### src/rtl/spi_encoder_master_if.sv
// Handshake, snapshot and SPI pin bundle for spi_encoder_master.
// deltaA/deltaB exist only when SPI_ENC_DELTA_EN is defined.
interface spi_encoder_master_if;
   logic        start;
   logic        busy;
   logic        done;
   logic [15:0] countA;
   logic [15:0] countB;
   logic        csN;
   logic        sck;
   logic        mosi;
   logic        miso;
`ifdef SPI_ENC_DELTA_EN
   logic signed [15:0] deltaA;
   logic signed [15:0] deltaB;
`endif

   modport master (
      input  start, miso,
      output busy, done, countA, countB, csN, sck, mosi
`ifdef SPI_ENC_DELTA_EN
      , output deltaA, deltaB
`endif
   );

   modport slave (
      output start, miso,
      input  busy, done, countA, countB, csN, sck, mosi
`ifdef SPI_ENC_DELTA_EN
      , input deltaA, deltaB
`endif
   );
endinterface

### src/rtl/spi_encoder_master.sv
// SPI mode-0 initiator reading two 16-bit encoder counts in one 5-byte frame.
// Optional SPI_ENC_DELTA_EN adds signed count deltas loaded with each snapshot.
module spi_encoder_master #(
   parameter int CLK_DIV  = 4,
   parameter int CS_SETUP = 2,
   parameter int CS_HOLD  = 2
) (
   input logic                  clk,
   input logic                  reset,
   spi_encoder_master_if.master bus
);

   // Read addresses 0..3 followed by one dummy byte that clocks out the last reply.
   localparam logic [39:0] TX_FRAME = 40'h00_01_02_03_00;
   localparam int          NHALF    = 80;

   typedef enum logic [1:0] {IDLE, SETUP, SHIFT, HOLD} state_t;

   state_t      state;
   logic [15:0] tmr;
   logic [6:0]  half;
   logic [39:0] tx_sh;
   // Only the last 32 received bits matter; reply byte 0 falls off the top.
   logic [31:0] rx_sh;

`ifdef SPI_ENC_DELTA_EN
   function automatic logic signed [15:0] wrap_delta(input logic [15:0] cur,
                                                    input logic [15:0] prev);
      wrap_delta = signed'(cur - prev);
   endfunction
`endif

   always_ff @(posedge clk or posedge reset) begin
      if (reset) begin
         state      <= IDLE;
         tmr        <= '0;
         half       <= '0;
         tx_sh      <= '0;
         rx_sh      <= '0;
         bus.csN    <= 1'b1;
         bus.sck    <= 1'b0;
         bus.mosi   <= 1'b0;
         bus.busy   <= 1'b0;
         bus.done   <= 1'b0;
         bus.countA <= '0;
         bus.countB <= '0;
`ifdef SPI_ENC_DELTA_EN
         bus.deltaA <= '0;
         bus.deltaB <= '0;
`endif
      end else begin
         bus.done <= 1'b0;
         case (state)
            IDLE: begin
               if (bus.start) begin
                  state    <= SETUP;
                  bus.busy <= 1'b1;
                  bus.csN  <= 1'b0;
                  bus.mosi <= TX_FRAME[39];
                  tx_sh    <= {TX_FRAME[38:0], 1'b0};
                  tmr      <= '0;
               end
            end
            SETUP: begin
               if (tmr == 16'(CS_SETUP - 1)) begin
                  state   <= SHIFT;
                  bus.sck <= 1'b1;
                  rx_sh   <= {rx_sh[30:0], bus.miso};
                  tmr     <= '0;
                  half    <= '0;
               end else begin
                  tmr <= tmr + 16'd1;
               end
            end
            SHIFT: begin
               // Half 0 is high, so the final half (79) ends with sck already low.
               if (tmr == 16'(CLK_DIV - 1)) begin
                  tmr <= '0;
                  if (half == 7'(NHALF - 1)) begin
                     state <= HOLD;
                  end else begin
                     half    <= half + 7'd1;
                     bus.sck <= ~bus.sck;
                     if (bus.sck) begin
                        bus.mosi <= tx_sh[39];
                        tx_sh    <= {tx_sh[38:0], 1'b0};
                     end else begin
                        rx_sh <= {rx_sh[30:0], bus.miso};
                     end
                  end
               end else begin
                  tmr <= tmr + 16'd1;
               end
            end
            HOLD: begin
               if (tmr == 16'(CS_HOLD - 1)) begin
                  state      <= IDLE;
                  bus.csN    <= 1'b1;
                  bus.busy   <= 1'b0;
                  bus.done   <= 1'b1;
                  bus.mosi   <= 1'b0;
                  bus.countA <= rx_sh[31:16];
                  bus.countB <= rx_sh[15:0];
`ifdef SPI_ENC_DELTA_EN
                  bus.deltaA <= wrap_delta(rx_sh[31:16], bus.countA);
                  bus.deltaB <= wrap_delta(rx_sh[15:0], bus.countB);
`endif
               end else begin
                  tmr <= tmr + 16'd1;
               end
            end
            default: state <= IDLE;
         endcase
      end
   end

endmodule
### src/flat_wrapper.sv
// flat-port wrapper written by rule: the top's interface ports become plain ports
module spi_encoder_master_flat 
#(
   parameter int CLK_DIV  = 4,
   parameter int CS_SETUP = 2,
   parameter int CS_HOLD  = 2
)
  (clk, reset, bus_start, bus_miso, bus_busy, bus_done, bus_countA, bus_countB, bus_csN, bus_sck, bus_mosi);
  spi_encoder_master_if bus_i ();
  input logic clk;
  input logic reset;
  input wire logic [$bits(bus_i.start)-1:0] bus_start;
  input wire logic [$bits(bus_i.miso)-1:0] bus_miso;
  output wire logic [$bits(bus_i.busy)-1:0] bus_busy;
  output wire logic [$bits(bus_i.done)-1:0] bus_done;
  output wire logic [$bits(bus_i.countA)-1:0] bus_countA;
  output wire logic [$bits(bus_i.countB)-1:0] bus_countB;
  output wire logic [$bits(bus_i.csN)-1:0] bus_csN;
  output wire logic [$bits(bus_i.sck)-1:0] bus_sck;
  output wire logic [$bits(bus_i.mosi)-1:0] bus_mosi;
  assign bus_i.start = bus_start;
  assign bus_i.miso = bus_miso;
  assign bus_busy = bus_i.busy;
  assign bus_done = bus_i.done;
  assign bus_countA = bus_i.countA;
  assign bus_countB = bus_i.countB;
  assign bus_csN = bus_i.csN;
  assign bus_sck = bus_i.sck;
  assign bus_mosi = bus_i.mosi;
  spi_encoder_master #(.CLK_DIV(CLK_DIV), .CS_SETUP(CS_SETUP), .CS_HOLD(CS_HOLD)) u_core (.clk(clk), .reset(reset), .bus(bus_i));
endmodule
### config.mk
export PLATFORM = sky130hd
export DESIGN_NAME = spi_encoder_master_flat
export DESIGN_NICKNAME = d
export VERILOG_FILES = /design/src/rtl/spi_encoder_master_if.sv /design/src/rtl/spi_encoder_master.sv /design/src/flat_wrapper.sv
export SDC_FILE = /design/constraint.sdc
export NUM_CORES = 1
export LEC_CHECK = 0
export ABC_AREA = 1
export BUFFER_PORTS_ARGS = -buffer_cell sky130_fd_sc_hd__buf_4
export CAP_MARGIN = 30
export CORE_UTILIZATION = 55
export CTS_CLUSTER_SIZE = 16
export DETAILED_ROUTE_END_ITERATION = 10
export PLACE_DENSITY_LB_ADDON = 0.3
export SYNTH_ARGS = -nofsm -noshare
export SYNTH_HDL_FRONTEND = slang
export SYNTH_SLANG_ARGS = --single-unit
export TNS_END_PERCENT = 30
### constraint.sdc
create_clock -name clk -period 9.63 [get_ports clk]
set_input_delay 1.4445 -clock clk [delete_from_list [all_inputs] [get_ports clk]]
set_output_delay 1.4445 -clock clk [all_outputs]
set_load 0.02 [all_outputs]
# Word level (Yosys, flattened, before mapping)
# Cells that the tools add are included.
# op_classes
n_addsub	2
eq_ne	15
mux	40
bitwise_logic	1
n_reduce_logical	13
# ops
operator	count
$mux 40	4
$mux 32	4
$pmux 40 s2	1
$mux 16	4
$pmux 16 s4	1
$pmux 32 s2	1
$mux 7	3
$add 16x1->16 const B	1
$eq 16x1->1 const B	1
$eq 16x2->1 const B	1
$reduce_and 5->1	3
$pmux 7 s2	1
$mux 1	11
$mux 2	5
$ne 2x1->1 const B	5
$ne 2x2->1 const B	4
$pmux 2 s4	1
$add 7x1->7 const B	1
$eq 7x7->1 const B	1
$pmux 1 s2	3
$reduce_and 6->1	1
$reduce_bool 2->1	3
$eq 2x2->1 const B	2
$reduce_and 2->1	2
7 further kinds	7
# totals
ff_bits	134
inputBits	4
elab_cells	83

# Longest topological paths before layout
# Gate-level depths: netlist (run 1).
# depth
ltp_word	4
ltp_mapped	11
ltp_nobuf	10

# Worst setup path after synthesis (run 1)
# OpenSTA, ideal clock, no wires.
# synth_path
path_kind	input port to flip-flop
start	in bus_start
end	reg u_core.tmr[4]
setup_ns	0.073
arrival_time_ns	2.356
required_ns	9.557
slack_ns	7.201
stages	8
path_cell_list	nor2_1 -> clkinv_1 -> nand2_1 -> inv_1 -> buf_2 -> nand3_1 -> nand2_1 -> nor2_1
# synth_between
elab_chain_cells	2
# synth_lines
element	line	rtl
start, declared	flat_wrapper.sv:12	input wire logic [$bits(bus_i.start)-1:0] bus_start;
$ne 2x2->1 (no source line)	--	
$reduce_and 2->1 (no source line)	--	
end signal, assigned	spi_encoder_master.sv:72	tmr <= tmr + 16'd1;
end signal, assigned	spi_encoder_master.sv:92	tmr <= tmr + 16'd1;
end signal, assigned	spi_encoder_master.sv:109	tmr <= tmr + 16'd1;
end, declared	spi_encoder_master.sv:20	logic [15:0] tmr;
# No other way between the ends.
# A chain may end at the register's enable or synchronous reset.

# Worst setup path after layout (run 1)
# layout_path
start	reg u_core.tmr[0]
end	reg u_core.tx_sh[26]
# layout_between
elab_chain_cells	3
# layout_lines
element	line	rtl
$eq 16x2->1	spi_encoder_master.sv:77	if (tmr == 16'(CLK_DIV - 1)) begin
$ne 2x1->1 (no source line)	--	
$reduce_and 5->1 (no source line)	--	
end signal, assigned	spi_encoder_master.sv:60	tx_sh <= {TX_FRAME[38:0], 1'b0};
end signal, assigned	spi_encoder_master.sv:86	tx_sh <= {tx_sh[38:0], 1'b0};
end, declared	spi_encoder_master.sv:22	logic [39:0] tx_sh;
# No other way between the ends.

==> run_results.csv, run 1 <==
group,metric,value,unit
grt,grt_overflow_total,0,
clock_tree,htree_levels,4,
synth,synthTopCellsByArea,"dfrtp_1, nand2_1, o21ai_2",
timing,slew_viol_final,0,
synth,syn-mean-instance-area,8.38,um^2
clock_tree,post_cts.repair.setup_buffers,0,
die,rows,37,
synth,number_of_flops_mapped_to_enable_cells_by_yosys,0,
synth,seq_total_area_yosys,0.538,
synth,netlist.area_leader.share,0.534,
clock_tree,cts.reportedPaths.clkPinSlew,60,ps
placed_design,placement.io_buffers,40,
placed_design,place_ws,6500,ps
placed_design,gp_congestion,0.911,
route,route.detailed.drc,0,
route,drt_wirelength,12100,um
setup_path,depth_of_the_worst_register_to_register_path,8,
synth,synth-main-ff-cell,"dfrtp_1",
die,die-height,105,um
die,die_outline_width,105,um
clock_tree,cts_tree,"yes",
job,max-cap-violations,0,
route,detail_route.wl_per_cell,13.9,um
clock_tree,tritoncts.num_buffers,17,
placed_design,hpwl,7570,um
finish,ratio_of_cells_with_drive_above_1_in_the_final_layout,0.156,
synth,netlist.top_cell.by_area,"dfrtp_1",
grt,antenna_violations_before_repair,0,
hold_path,hp-class,"reg -> reg",
clock_tree,cts_num_sinks,125,
clock_tree,cts-root-buf,"clkbuf_8",
timing,max_clock_freq,315,MHz
finish,insertedDiodeCount,0,
die,core_area,10300,um^2
clock_tree,holdBufCountCts,0,
die,io_pins,41,
route,vias,4749,
die,initial_core_util,0.566,
timing,period_needed,3170,ps
synth,ys_ff_latch,125,
timing,layout_worst_path_cycle_share,0.330,
power_and_ir_drop,vdd_ir_drop_max,0.163,mV
timing,hold_viol,0,
route,ant_nets,0,
synth,cell_area_after_synthesis,5810,um^2
route,detail_route.iter0.violations,365,
synth,yosys.cell_count.top_type,"nand2_1",
setup_path,crit_required,10030,ps
timing,postLayoutSetupSlackWorst,6460,ps
timing,tns,0,ps
route,route.detailed.vias_per_inst,5.44,
hold_path,hold_path_depth,2,
timing,rsz0062_at_grt,"false",
setup_path,worstSetupPathType,"reg -> reg",
synth,synth_common_cells,"nand2_1, dfrtp_1, nor2_1",
finish,layout-area-overhead-vs-synth,15.7,%
setup_path,cp_data_arrival_time,3570,ps
clock_tree,cts_max_path_buffers,2,
power_and_ir_drop,leakagePower,0.00344,uW
synth,syn_nets,706,
clock_tree,post_cts.resized_instances,0,
grt,grt_start_max_net_pins,64,
clock_tree,skew_pair_late_insertion_delay,530,ps
setup_path,critPathLaunchType,"flop",
finish,num-nets-final,738,
setup_path,path_max_fanout,62,
grt,grt_pass1_vias,4567,
grt,gr-usage-all-layers,0.247,
synth,syn_inst,694,
timing,tightest_slew,958,ps
die,die_area,11000,um^2
status,status,"finished, final reports clean",
power_and_ir_drop,power-per-cell-area,270,nW/um^2
timing,report.final.setup_viol,0,
grt,global_route_wire_length_before_repair,21300,um
synth,postSynth.asyncResetShare,1.00,
synth,ys.warnings.count,0,
route,firstDrtPassIters,5,
timing,timing.max_slew.rel_slack,0.359,
timing,fin_skew,7.53,ps
synth,synth.lib_cells_used.distinct,30,
setup_path,critical_path.endpoint_type,"flop",
[cells in the final DEF (no fill, tap or decap)]
| cell type | synthesis | layout |
|---|---|---|
| nand2_1 | 308 | 308 |
| dfrtp_1 | 124 | 124 |
| buf_4 | 1 | 45 |
| nor2_1 | 37 | 37 |
| nand3_1 | 36 | 36 |
| nand4_1 | 34 | 34 |
| o21ai_2 | 31 | 31 |
| inv_1 | 29 | 28 |
| o21ai_0 | 16 | 16 |
| clkbuf_16 | 0 | 16 |
| ha_1 | 8 | 8 |
| xor2_1 | 6 | 6 |
| o21ai_1 | 6 | 6 |
| clkbuf_8 | 0 | 6 |
| nor3_1 | 5 | 5 |
| clkinv_4 | 0 | 4 |
| clkinv_1 | 3 | 3 |
| a31oi_1 | 3 | 3 |
| a21oi_1 | 3 | 3 |
| o211ai_1 | 2 | 2 |
| or2_2 | 2 | 2 |
| clkinvlp_4 | 0 | 2 |
| nor2_2 | 1 | 1 |
| o21ai_4 | 1 | 1 |
| nand3_4 | 1 | 1 |
| nand3_2 | 1 | 1 |
| o21bai_1 | 1 | 1 |
| nand3b_1 | 1 | 1 |
| xnor2_1 | 1 | 1 |
| inv_4 | 0 | 1 |
| bufinv_16 | 0 | 1 |
| clkinv_2 | 0 | 1 |
| buf_8 | 0 | 1 |
| dfstp_2 | 1 | 1 |
[registers in the layout (all words and copies together), names as in the netlist]
name               count
u_core.rx_sh          32
u_core.tx_sh          31
u_core.bus.countA     16
u_core.bus.countB     16
u_core.tmr            16
u_core.half            7
u_core.state           2
u_core.bus.busy        1
u_core.bus.csN         1
u_core.bus.done        1
u_core.bus.mosi        1
u_core.bus.sck         1
[where the power goes]
part / leakage [uW] / internal [uW] / switching, uW
clock: 0.000275 / 374 / 228
combinational: 0.00145 / 141 / 413
sequential: 0.00171 / 606 / 55.2
total: 0.00344 / 1120 / 697
[stage by stage]
stage / utilization / cells / hold slack, ps / total power, uW / area (um^2)
3_5_place_dp: 0.599 / 843 / 467 / 1220 / 6160
6_report: 0.654 / 873 / 481 / 1820 / 6730
2_1_floorplan: - / 694 / 442 / 1110 / 5810
4_1_cts: 0.654 / 873 / 483 / 1830 / 6730
5_1_grt: 0.654 / 873 / 503 / 1930 / 6730
3_3_place_gp: 0.598 / 842 / 463 / 1200 / 6140
[layer usage]
metal | vias up | global-route usage | share of wire
li1 | 2298 | - | -
met1 | 2278 | 0.326 | 0.44
met2 | 149 | 0.384 | 0.48
met3 | 24 | 0.0624 | 0.057
met4 | 0 | 0.113 | 0.020
met5 | - | 0 | 0
[final cells by class]
cell class | instances | area [um^2]
Inverter | 32 | 123
Fill cell | 857 | 3550
Timing Repair Buffer | 46 | 353
Multi-Input combinational cell | 504 | 2380
Tap cell | 136 | 170
Sequential cell | 125 | 3130
Clock buffer | 22 | 483
Clock inverter | 8 | 85.1
[logic make-up (layout without fill, tap and decap cells)]
group | count (synthesis) | after routing | share of synthesized area
AOI/OAI and AO/OA | 63 | 63 | 0.0781
xor gates and xnor gates | 7 | 7 | 0.0105
adders and majority gates | 8 | 8 | 0.0172
buffers and inverters | 65 | 108 | 0.0521
DFF | 125 | 125 | 0.538
and+or+nand+nor | 426 | 426 | 0.304
[worst paths after layout]
kind | start | end | slack, ps
hold reg to reg | u_core.bus.countB[4]$_DFFE_PP0P_ | u_core.bus.countB[4]$_DFFE_PP0P_ | 480
setup reg to reg | u_core.tmr[0]$_DFFE_PP0P_ | u_core.tx_sh[26]$_DFFE_PP0P_ | 6460
hold / removal | u_core.bus.countB[4]$_DFFE_PP0P_ | u_core.bus.countB[4]$_DFFE_PP0P_ | 480
min in group asynchronous | reset | u_core.rx_sh[21]$_DFFE_PP0P_ | 1040
setup / recovery | u_core.tmr[0]$_DFFE_PP0P_ | u_core.tx_sh[26]$_DFFE_PP0P_ | 6460
max in group asynchronous | reset | u_core.bus.countB[12]$_DFFE_PP0P_ | 7290
[critical path: stages (launching register included)]
cell and delay [ps]:
dfrtp_1 420, ha_1 240, nand2_1 70, nor2_1 140, nand2_1 150, o21ai_4 770, nand3_4 830, nand2_1 300
o21ai_2 70
Note: power is estimated with default switching activity, not from simulation.
==> run 2: changes to the inputs <==
- ABC_AREA: 1 -> 0
- CORE_UTILIZATION: 55 -> 54
- clock period: 9.63 -> 2.9 ns (I/O delays scaled with it)
==> run_results.csv, run 2 <==
group,metric,value,unit
synth,ys.warnings.count,0,
die,die-height,103,um
grt,global_route_wire_length_before_repair,18200,um
synth,postSynth.asyncResetShare,1.00,
finish,num-nets-final,551,
timing,layout_worst_path_cycle_share,0.946,
setup_path,r2r-end,"u_core.rx_sh[12]$_DFFE_PP0P_",
setup_path,reg_to_reg_startpoint,"u_core.tmr[1]$_DFFE_PP0P_",
power_and_ir_drop,power.internal,3020,uW
power_and_ir_drop,switching_power,783,uW
power_and_ir_drop,power_switching_share,0.206,
clock_tree,cts_num_sinks,125,
grt,gr-usage-all-layers,0.228,
timing,hold_viol,0,
timing,report.final.setup_viol,0,
setup_path,timing.reg2reg.setup_slack,160,ps
finish,registers.top_by_ff_count,"u_core.rx_sh",
die,core_area,9820,um^2
hold_path,hp-class,"in -> async",
die,io_pins,41,
finish,reg_top3,"u_core.rx_sh x32, u_core.tx_sh x31",
clock_tree,tritoncts.num_buffers,17,
power_and_ir_drop,pwr-share-seq,0.460,
clock_tree,cts_tree,"yes",
synth,synthTopCellsByArea,"dfrtp_1, mux2_4, nand2_1",
route,route.detailed.vias_per_inst,5.47,
finish,most_common_cell_after_layout_fill_and_taps_aside,"dfrtp_1",
die,die_outline_width,103,um
grt,grt_start_max_net_pins,51,
grt,grt_pass1_vias,3639,
route,ant_nets,0,
route,detail_route.iter0.violations,223,
timing,fin_skew,8.85,ps
synth,ys_ff_latch,125,
setup_path,critPathSlowestCell,"or3b_2",
clock_tree,holdBufCountCts,0,
die,rows,36,
timing,tns,0,ps
setup_path,max_stage_delay,460,ps
placed_design,hpwl,6860,um
setup_path,critPathBufInv,2,
clock_tree,cts_max_path_buffers,2,
power_and_ir_drop,share_clk_of_total_power,0.528,
synth,synth_common_cells,"dfrtp_1, nand2_1, a22o_1, mux2_4, nor2_1",
setup_path,cpLargestDelayFamily,"simple AND/OR/NAND/NOR gates",
route,firstDrtPassIters,4,
die,die_area,10600,um^2
synth,syn_inst,488,
clock_tree,cts-root-buf,"clkbuf_8",
route,vias,3750,
synth,netlist.top_cell.by_area,"dfrtp_1",
clock_tree,post_cts.resized_instances,0,
timing,tightest_slew,790,ps
clock_tree,post_cts.repair.setup_buffers,0,
finish,ratio_of_cells_with_drive_above_1_in_the_final_layout,0.239,
clock_tree,cts.reportedPaths.clkPinSlew,60,ps
synth,synth.lib_cells_used.distinct,49,
synth,number_of_flops_mapped_to_enable_cells_by_yosys,0,
power_and_ir_drop,vdd_ir_drop_max,0.406,mV
placed_design,placement.io_buffers,40,
setup_path,worstSetupPathType,"reg -> reg",
route,drt_wirelength,10700,um
setup_path,crit_path_cell_trace,"inv_1 -> ha_1 -> or3b_2 -> o41a_1 -> or2_1 -> nand2b_4 -> buf_12 -> mux2_4",
timing,timing.max_slew.rel_slack,0.473,
grt,grt_overflow_total,0,
synth,yosys.cell_count.top_type,"dfrtp_1",
finish,number_of_flip_flops_in_the_largest_register,32,
power_and_ir_drop,leakagePower,0.00342,uW
route,route.detailed.drc,0,
synth,syn-mean-instance-area,11.2,um^2
setup_path,depth_of_the_worst_register_to_register_path,8,
timing,rsz0062_at_grt,"false",
setup_path,cp_data_arrival_time,3140,ps
setup_path,critPathLaunchType,"flop",
status,status,"finished, final reports clean",
timing,max_clock_freq,364,MHz
finish,insertedDiodeCount,0,
setup_path,path_max_fanout,32,
grt,antenna_violations_before_repair,0,
finish,layout-area-overhead-vs-synth,20.0,%
power_and_ir_drop,p_comb_frac,0.012,
setup_path,critical_path.endpoint_type,"flop",
synth,syn_nets,500,
timing,slew_viol_final,0,
timing,period_needed,2740,ps
job,max-cap-violations,0,
setup_path,crit_required,3290,ps
finish,end_of_flow_core_utilization,0.670,
route,detail_route.wl_per_cell,15.6,um
clock_tree,htree_levels,4,
finish,final_cell_mix,"dfrtp_1, nand2_1, buf_4",
synth,seq_total_area_yosys,0.570,
clock_tree,skew_pair_late_insertion_delay,520,ps
synth,netlist.area_leader.share,0.566,
placed_design,gp_congestion,0.830,
synth,cell_area_after_synthesis,5490,um^2
power_and_ir_drop,power-per-cell-area,577,nW/um^2
synth,synth-main-ff-cell,"dfrtp_1",
die,initial_core_util,0.559,
run 2: worst max-delay path by stage:
stage | from | to | slack [ps] | cells past startpoint
after floorplan | u_core.tmr[8]$_DFFE_PP0P_ | u_core.rx_sh[0]$_DFFE_PP0P_ | 170 | 9
after global placement | u_core.tmr[1]$_DFFE_PP0P_ | u_core.rx_sh[24]$_DFFE_PP0P_ | 230 | 8
after detailed placement | u_core.tmr[1]$_DFFE_PP0P_ | u_core.rx_sh[10]$_DFFE_PP0P_ | 190 | 8
after CTS | u_core.tmr[1]$_DFFE_PP0P_ | u_core.rx_sh[12]$_DFFE_PP0P_ | 170 | 8
after global routing | u_core.tmr[0]$_DFFE_PP0P_ | u_core.rx_sh[12]$_DFFE_PP0P_ | 7 | 7
final | u_core.tmr[1]$_DFFE_PP0P_ | u_core.rx_sh[12]$_DFFE_PP0P_ | 160 | 8
run 2: area by class of cell:
cell class,count,area (um^2)
Fill cell,757,3240
Sequential cell,125,3130
Multi-Input combinational cell,323,2180
Timing Repair Buffer,58,485
Clock buffer,21,449
Tap cell,133,166
Clock inverter,11,116
Inverter,14,56.3
run 2: worst register-to-register path, cell delays in order, from the launching register on:
cell	delay [ps]
dfrtp_1	410
inv_1	90
ha_1	160
or3b_2	460
o41a_1	440
or2_1	360
nand2b_4	180
buf_12	200
mux2_4	330
run 2: layer usage:
| layer | GRT usage | wire length, um | vias up |
|---|---|---|---|
| met3 | 0.0678 | 422 | 7 |
| met4 | 0.0661 | 89 | 0 |
| met5 | 0 | 0 | - |
| met1 | 0.323 | 4940 | 1887 |
| li1 | - | - | 1784 |
| met2 | 0.344 | 5250 | 72 |
run 2: through the flow:
stage | hold slack, ps | area, um^2 | total power (uW) | worst slack (ps) | instances
finish | 63.0 | 6580 | 3800 | 155 | 685
global placement | 451 | 6020 | 1820 | 232 | 653
detailed placement | 460 | 6020 | 1830 | 192 | 653
global route | 121 | 6580 | 3920 | 7.25 | 685
CTS | 81.1 | 6580 | 3840 | 170 | 685
floorplan | 446 | 5490 | 1810 | 171 | 488
run 2: cells by family after synthesis:
group,Yosys count,share of synthesized area
compound gates,70,0.0978
xor+xnor,8,0.0128
fa+ha+maj,8,0.0182
buf+inv,40,0.0342
flops,125,0.570
mux,36,0.0940
simple gates,201,0.173
run 2: power groups by stage:
stage / registers [uW] / logic (uW) / clock network [uW]
3_5_place_dp: 1780 / 48.5 / 0
5_1_grt: 1750 / 55.0 / 2120
4_1_cts: 1750 / 48.6 / 2050
6_report: 1750 / 45.5 / 2010
3_3_place_gp: 1780 / 47.3 / 0
2_1_floorplan: 1780 / 27.8 / 0
